**config.mk**
```make
export PLATFORM = sky130hd
export DESIGN_NAME = blink_rstgen
export DESIGN_NICKNAME = d
export VERILOG_FILES = /design/src/rtl/blink_rstgen.sv
export SDC_FILE = /design/constraint.sdc
export NUM_CORES = 1
export LEC_CHECK = 0
export CAP_MARGIN = 40
export CORE_AREA = 4 4 41 43
export CTS_BUF_LIST = sky130_fd_sc_hd__clkbuf_16
export DETAILED_ROUTE_END_ITERATION = 6
export DIE_AREA = 0 0 45 47
export DONT_BUFFER_PORTS = 1
export PLACE_DENSITY = 0.69
export SETUP_SLACK_MARGIN = 0.05
export SLEW_MARGIN = 20
export SYNTH_ARGS = -nofsm -noshare
export SYNTH_HDL_FRONTEND = slang
export SYNTH_SLANG_ARGS = --single-unit
```
**constraint.sdc**
```tcl
create_clock -name clk -period 1.7 [get_ports clk]
set_clock_uncertainty 0.05 [all_clocks]
set_input_delay 0.51 -clock clk [delete_from_list [all_inputs] [get_ports clk]]
set_output_delay 0.51 -clock clk [all_outputs]
set_load 0.01 [all_outputs]
```
**src/rtl/blink_rstgen.sv**
```systemverilog
// ---------------------------------------------------------------------------
// blink_rstgen
//   Reset sequencer and tick prescaler for the blink counter on the Lowe board.
//   It synchronizes the PLL lock flag and holds blink in reset until lock has
//   been stable for HOLD_CYCLES clocks. After release it emits a one-cycle
//   count-enable strobe every DIV clocks. Losing lock re-asserts reset.
//
//   Optional feature macro: BLINK_RSTGEN_LOSSCNT_EN
//     defined   - loss_cnt counts lock-loss events seen in RUN and saturates
//                 at its maximum value
//     undefined - loss_cnt is tied to 0 and no counter is built
//
// Parameters
//   HOLD_CYCLES  consecutive locked cycles required before release (>=1)
//   DIV          tick period in clk cycles (>=1)
//   CNT_W        lock-loss counter width
//
// Ports
//   clk         in   single clock, rising edge
//   rst_n       in   async active-low reset
//   pll_locked  in   PLL lock flag, asynchronous to clk
//   sys_rst_n   out  registered active-low reset to blink
//   tick        out  registered one-cycle count-enable strobe
//   state       out  FSM state (0 WAIT_LOCK, 1 HOLD, 2 RUN)
//   loss_cnt    out  saturating lock-loss count
// ---------------------------------------------------------------------------
module blink_rstgen #(
    parameter int HOLD_CYCLES = 16,
    parameter int DIV         = 4,
    parameter int CNT_W       = 4
) (
    input  logic             clk,
    input  logic             rst_n,
    input  logic             pll_locked,
    output logic             sys_rst_n,
    output logic             tick,
    output logic [1:0]       state,
    output logic [CNT_W-1:0] loss_cnt
);

    // Sized one larger than strictly needed so that no legal parameter
    // value can make a counter wrap.
    localparam int HC_W = $clog2(HOLD_CYCLES + 1);
    localparam int DC_W = $clog2(DIV + 1);
    localparam logic [HC_W-1:0] HOLD_LAST = HC_W'(HOLD_CYCLES - 1);
    localparam logic [DC_W-1:0] DIV_LAST  = DC_W'(DIV - 1);

    typedef enum logic [1:0] {
        WAIT_LOCK = 2'd0,
        HOLD      = 2'd1,
        RUN       = 2'd2,
        ILLEGAL   = 2'd3
    } state_t;

    state_t          st;
    logic [1:0]      sync_pipe;
    logic            locked_s;
    logic [HC_W-1:0] hold_cnt;
    logic [DC_W-1:0] div_cnt;

    // Two-flop synchronizer for the asynchronous lock flag.
    always_ff @(posedge clk or negedge rst_n) begin
        if (!rst_n) sync_pipe <= '0;
        else        sync_pipe <= {sync_pipe[0], pll_locked};
    end
    assign locked_s = sync_pipe[1];

    always_ff @(posedge clk or negedge rst_n) begin
        if (!rst_n) begin
            st        <= WAIT_LOCK;
            hold_cnt  <= '0;
            div_cnt   <= '0;
            sys_rst_n <= 1'b0;
            tick      <= 1'b0;
        end else begin
            case (st)
                WAIT_LOCK: begin
                    sys_rst_n <= 1'b0;
                    tick      <= 1'b0;
                    hold_cnt  <= '0;
                    div_cnt   <= '0;
                    if (locked_s) st <= HOLD;
                end
                HOLD: begin
                    tick    <= 1'b0;
                    div_cnt <= '0;
                    // Loss wins over completion on the same edge.
                    if (!locked_s) begin
                        st        <= WAIT_LOCK;
                        hold_cnt  <= '0;
                        sys_rst_n <= 1'b0;
                    end else if (hold_cnt == HOLD_LAST) begin
                        st        <= RUN;
                        hold_cnt  <= '0;
                        sys_rst_n <= 1'b1;
                    end else begin
                        hold_cnt  <= hold_cnt + HC_W'(1);
                    end
                end
                RUN: begin
                    if (!locked_s) begin
                        // Loss also suppresses a tick due on this edge.
                        st        <= WAIT_LOCK;
                        sys_rst_n <= 1'b0;
                        tick      <= 1'b0;
                        div_cnt   <= '0;
                    end else begin
                        sys_rst_n <= 1'b1;
                        // With DIV=1, DIV_LAST is 0 so tick stays high.
                        if (div_cnt == DIV_LAST) begin
                            div_cnt <= '0;
                            tick    <= 1'b1;
                        end else begin
                            div_cnt <= div_cnt + DC_W'(1);
                            tick    <= 1'b0;
                        end
                    end
                end
                default: begin
                    st        <= WAIT_LOCK;
                    hold_cnt  <= '0;
                    div_cnt   <= '0;
                    sys_rst_n <= 1'b0;
                    tick      <= 1'b0;
                end
            endcase
        end
    end

    assign state = st;

`ifdef BLINK_RSTGEN_LOSSCNT_EN
    logic run_loss;
    assign run_loss = (st == RUN) && !locked_s;

    always_ff @(posedge clk or negedge rst_n) begin
        if (!rst_n)
            loss_cnt <= '0;
        else if (run_loss && (loss_cnt != {CNT_W{1'b1}}))
            loss_cnt <= loss_cnt + CNT_W'(1);
    end
`else
    assign loss_cnt = '0;
`endif

endmodule

```
### After elaboration in Yosys (flattened, before gate mapping)

Index checks and enable logic that the tools add are counted.

| word-level totals | value |
|---|---|
| register bits after elaboration | 14 |
| output and inout port bits | 8 |
| input port bits | 3 |

| operators by class | value |
|---|---|
| reductions and logical operators | 2 |
| add/subtract/negate cells | 2 |
| muxes and demuxes | 18 |
| equal/unequal tests | 7 |

Operators by type and width:

| operator | number |
|---|---|
| 5-bit 2-to-1 mux | 2 |
| 5-bit case mux with 2 select lines | 1 |
| 3-bit 2-to-1 mux | 3 |
| 2-bit 2-to-1 mux | 4 |
| 1-bit 2-to-1 mux | 6 |
| 2-bit case mux with 3 select lines | 1 |
| 5-bit by 1-bit adder with 5-bit output (second input constant) | 1 |
| 5-bit by 4-bit equality test with 1-bit output (second input constant) | 1 |
| 2-bit inequality test (second input constant) | 2 |
| 3-bit by 1-bit adder with 3-bit output (second input constant) | 1 |
| 3-bit by 2-bit equality test with 1-bit output (second input constant) | 1 |
| 3-bit inequality test (second input constant) | 1 |
| 3-bit AND reduction | 1 |
| 2-bit by 1-bit equality test with 1-bit output (second input constant) | 1 |
| 2-bit equality test (second input constant) | 1 |
| 2-bit zero test | 1 |
| 1-bit case mux with 2 select lines | 1 |

### Longest topological paths before layout

| depth | value |
|---|---|
| depth after elaboration | 4 |
| mapped depth | 6 |
| depth with buffers taken out | 5 |

### Least setup slack after synthesis

No wires, ideal clock.

| timing | value |
|---|---|
| path kind | register to register |
| start point | reg st[0], in the netlist state[0] |
| end point | reg hold_cnt[0] |
| required time | 1.584 ns |
| buffers on the path | 1 |
| arrival time | 1.434 ns |
| cell stages (with the launch flop) | 6 |
| slack | 0.150 ns |
| setup time | 0.066 ns |
| cells stage by stage | dfrtp_1 inv_1 ha_1 clkbuf_1 or4_1 nand2_1 |

| between the ends | value |
|---|---|
| cells in the longest elaborated chain, start to end | 2 |

RTL lines:

| what | RTL line | source |
|---|---|---|
| from (decl) | 55 | `state_t st;` |
| from (signal assigned) | 70 | `st <= WAIT_LOCK;` |
| from (signal assigned) | 82 | `if (locked_s) st <= HOLD;` |
| from (signal assigned) | 89 | `st <= WAIT_LOCK;` |
| 2-bit equality test or 2-bit by 1-bit equality test with 1-bit output (tied branches) | 76 | `case (st)` |
| 5-bit case mux with 2 select lines | 76 |  |
| to (signal assigned) | 97 | `hold_cnt <= hold_cnt + HC_W'(1);` |
| to (decl) | 58 | `logic [HC_W-1:0] hold_cnt;` |

Parallel ways exist; a longest one is shown, timed or not.
A chain may end at the register's enable or synchronous reset.

### Worst setup path after layout

| timing | value |
|---|---|
| start point | reg st[0], in the netlist state[0] |
| end point | reg hold_cnt[3] |

Same word-level chain as after synthesis.

==> impl.org <==
** Worst setup path
- Category of the worst setup path launch point :: register
- For this run, the slowest stage of the critical path takes 0.54 ns.
- Crit path kind :: reg -> reg
- Ordered cell list for the critical path :: inv_1 > ha_1 > or4_4 > o211ai_2
- Along the worst path, the maximum fanout reaches 9.
- Slowest library cell on the worst path :: sky130_fd_sc_hd__or4_4
- For the worst setup path, the data arrival time is between 1.5 and 2 ns.
- Critical path endpoint category :: register
- Data required time at the worst endpoint :: between 1.5 and 2 ns

** Routing
- In this run the remaining antenna-violating nets after routing total 0.
- For this run, design rule violations remaining after detail routing come to 0.
- Initial drt markers :: 3
- Count of TritonRoute iterations in the first routing pass :: 2
- Detail-routed net length per standard cell :: between 10 and 15 um
- Vias per Instance :: approximately 5.3
- For this block, the via count after detailed routing is roughly 440.
- Overall routed net length :: 1.09 mm

** Final layout
- Storage cell area :: approximately 350 um2
- Counting the fill cells in the layout gives 112.
- Combined area of the multi-input logic cells :: just under 300 um2
- After the last flow step, the layout net total stands at 77.
- Summing all non-filler instances in the final layout gives an area of 778 um2.
- Cells with a size suffix above 1 make up 10.3% of the layout.
- Synthesis-to-finish area growth :: 13.5%
- The repair_antennas step left the layout with diodes totalling 0.

** Placed design
- Final HPWL from detailed placement :: 813 um
- DP Worst Slack :: 0.137 ns
- Last weighted congestion value of the routability-driven placer :: around 0.76
- Number of port buffers :: 0
- Cell area after placement :: 689 um2

** Global route
- Total gr overflow :: 0
- The first global-routing pass estimated 1.85 mm of wire.
- Via count of the first global-routing pass :: 459
- Entering global routing, the biggest net connects 15 pins.
- For this run, the total global-route usage over all layers was measured as 12.6%.
- The number of antenna violations at the first check in global routing is 0.

** Yosys
- Yosys warning total :: 0
- After synthesis, the mean cell area works out to 10.7 um2.
- Flip-flop and latch count after synthesis :: 14
- Number of flops mapped to enable cells by yosys :: 0
- Synth Instances :: 64
- Cell type with the largest total area after synthesis :: sky130_fd_sc_hd__dfrtp_1
- Post-synth design cell area :: 686 um2
- The netlist uses 29 different library cells.
- Sequential cell area fraction in the yosys report :: 51.1%
- Most used flip-flop cell after synthesis :: sky130_fd_sc_hd__dfrtp_1
- Top cells by area in the synthesized netlist :: sky130_fd_sc_hd__dfrtp_1 51%, sky130_fd_sc_hd__ha_1 9.1%, sky130_fd_sc_hd__nand2_1 4.9%, sky130_fd_sc_hd__buf_4 4.4%, sky130_fd_sc_hd__mux2i_1 2.9%
- Fraction of registers with async set/reset :: between 90% and 100%
- Most instantiated cells after synthesis :: 14 x sky130_fd_sc_hd__dfrtp_1, 9 x sky130_fd_sc_hd__nand2_1, 5 x sky130_fd_sc_hd__ha_1
- Fraction of synthesized cell area taken by the top area cell type :: 51.1%
- Dominant cell by count in the synthesized netlist :: sky130_fd_sc_hd__dfrtp_1

** Timing
- Post-route setup slack :: between 0.1 and 0.15 ns
- Final critical delay including setup and external delays :: about 1.6 ns
- Max-slew violation count :: 0
- Summed over all failing endpoints, the final setup total negative slack is 0 ns.
- The total count of hold-check failures in the final report came to 0.
- Of the available clock period, the critical path in the final layout requires 92.3%.
- Peak Freq :: 637 MHz
- At the pin with the least slew margin, the transition time is 0.607 ns.
- Setup violations remaining at the end of the flow were counted as 0.
- WHS :: around 0.25 ns
- In this run the tightest slew margin relative to its limit is 59.4%.
- Setup repair after global routing left no endpoint under its margin.

** Pwr
- Largest voltage drop on the vdd net :: 0.000664 V
- The internal power of the cells totals roughly 0.80 mW.
- Switching power :: 0.349 mW
- Dividing total power by cell area gives a power density of around 1500 nW/um2.
- In this run the static leakage power is 0.392 nW.
- In this run, flip-flops and latches consume about two fifths of the power.
- Combinational logic is responsible for 24.1% of the overall power.
- The clock network accounts for between 30 and 40% of the total power.
- Switching part of the total :: 30.2%

** Clock network
- Number of gates resized after cts :: 0
- TritonCTS built the clock tree.
- The later pin in the worst-skew pair is clocked with a latency of 0.24 ns.
- CTS H-tree depth :: 1
- After clock tree synthesis, the clock-pin slew on the worst setup and hold paths is around 0.040 ns.
- Maximum count of clock buffers along a single path :: 2
- TritonCTS created 3 clock buffers.
- Buffer type at the clock tree root :: sky130_fd_sc_hd__clkbuf_16
- CTS saw 14 sinks.

** Die
- The core region is 1300 um2.
- The floorplan step set the die width to 45 um.
- The die is 47 um tall.
- The floorplan has 13 rows.
- In this run the count of I/O pins placed on the die edge is 11.
- Total Die Area :: 2120 um2
- Once the floorplan was initialized, standard cells occupied 52.7% of the core.

** Job
- Max-cap violations :: 0

** Outcome
- The run finished with clean final reports.

** Hold path
- The worst hold path belongs to the class in -> reg.
-- state kept, by name, summed over array words and instances (netlist names) --
name / cells
sys_rst_n: 1
tick: 1
hold_cnt: 5
sync_pipe: 2
div_cnt: 3
state: 2
-- stage by stage --
step                power (mW)  util [%]  cells
global placement         0.707      53.0     78
floorplan                0.652         -     67
global route              1.24      59.8     83
detailed placement       0.718      53.0     78
CTS                       1.17      59.8     83
finish                    1.15      59.8     83
-- critical path: cells and delay by family (launching register included) --
family | cells | cell delay (ns)
AOI/OAI and AO/OA | 1 | 0.07
adders and majority gates | 1 | 0.30
and+or+nand+nor | 1 | 0.54
buffers and inverters | 1 | 0.11
DFF | 1 | 0.43
-- cells in the final DEF, fill, tap and decap left out, types with 2 or more instances in the layout --
| cell | n |
|---|---|
| sky130_fd_sc_hd__clkbuf_16 | 3 |
| sky130_fd_sc_hd__conb_1 | 4 |
| sky130_fd_sc_hd__dfrtp_1 | 14 |
| sky130_fd_sc_hd__ha_1 | 5 |
| sky130_fd_sc_hd__inv_1 | 4 |
| sky130_fd_sc_hd__mux2i_1 | 2 |
| sky130_fd_sc_hd__nand2_1 | 9 |
| sky130_fd_sc_hd__nor2_1 | 2 |
| sky130_fd_sc_hd__o21ai_0 | 3 |
-- path summary, 6_finish.rpt --
kind                              start            to  slack [ns]  cells past startpoint
setup / recovery               state[0]   hold_cnt[3]        0.13                      4
hold / removal               pll_locked  sync_pipe[0]        0.25                      0
setup reg to reg               state[0]   hold_cnt[3]        0.13                      4
hold reg to reg            sync_pipe[0]  sync_pipe[1]        0.31                      0
max in group asynchronous         rst_n   hold_cnt[0]        0.53                      1
min in group asynchronous         rst_n    div_cnt[2]        0.67                      1
-- kinds of logic (layout without fill, tap and decap cells) --
logic type | after synthesis | after routing | share of synthesized area [%]
adders and majority gates | 5 | 5 | 9.12
DFF | 14 | 14 | 51.1
and+or+nand+nor | 22 | 22 | 17.9
other | 1 | 4 | 0.547
AOI/OAI and AO/OA | 11 | 11 | 11.3
muxes | 2 | 2 | 2.92
buffers and inverters | 9 | 10 | 7.12
-- layer usage --
| layer | wire [um] | vias to the layer above | track usage, % |
|---|---|---|---|
| met5 | 0 | - | 0 |
| met4 | 25 | 0 | 8.19 |
| met3 | 60 | 2 | 3.83 |
| met2 | 497 | 11 | 21.2 |
| met1 | 507 | 209 | 13.7 |
| li1 | - | 221 | - |
-- area by class of cell --
class	instances	share of cell area, %
sequential	14	45.0
multi-input combinational	44	38.3
clock buffer	3	9.65
tap	15	2.41
timing repair buffer	2	2.25
inverter	4	1.93
clock inverter	1	0.482
-- power groups by stage --
stage          clock, mW  sequential, mW  combinational, mW
6_report           0.432           0.444              0.278
2_1_floorplan          0           0.437              0.215
4_1_cts            0.444           0.446              0.279
3_5_place_dp           0           0.449              0.269
5_1_grt            0.459           0.455              0.323
3_3_place_gp           0           0.449              0.259
-- repair_timing --
item	4_1_cts	5_1_grt
buffers inserted	0	0
hold buffers	1	0
hold endpoints to repair	14	0
(Power assumes the default switching activity.)
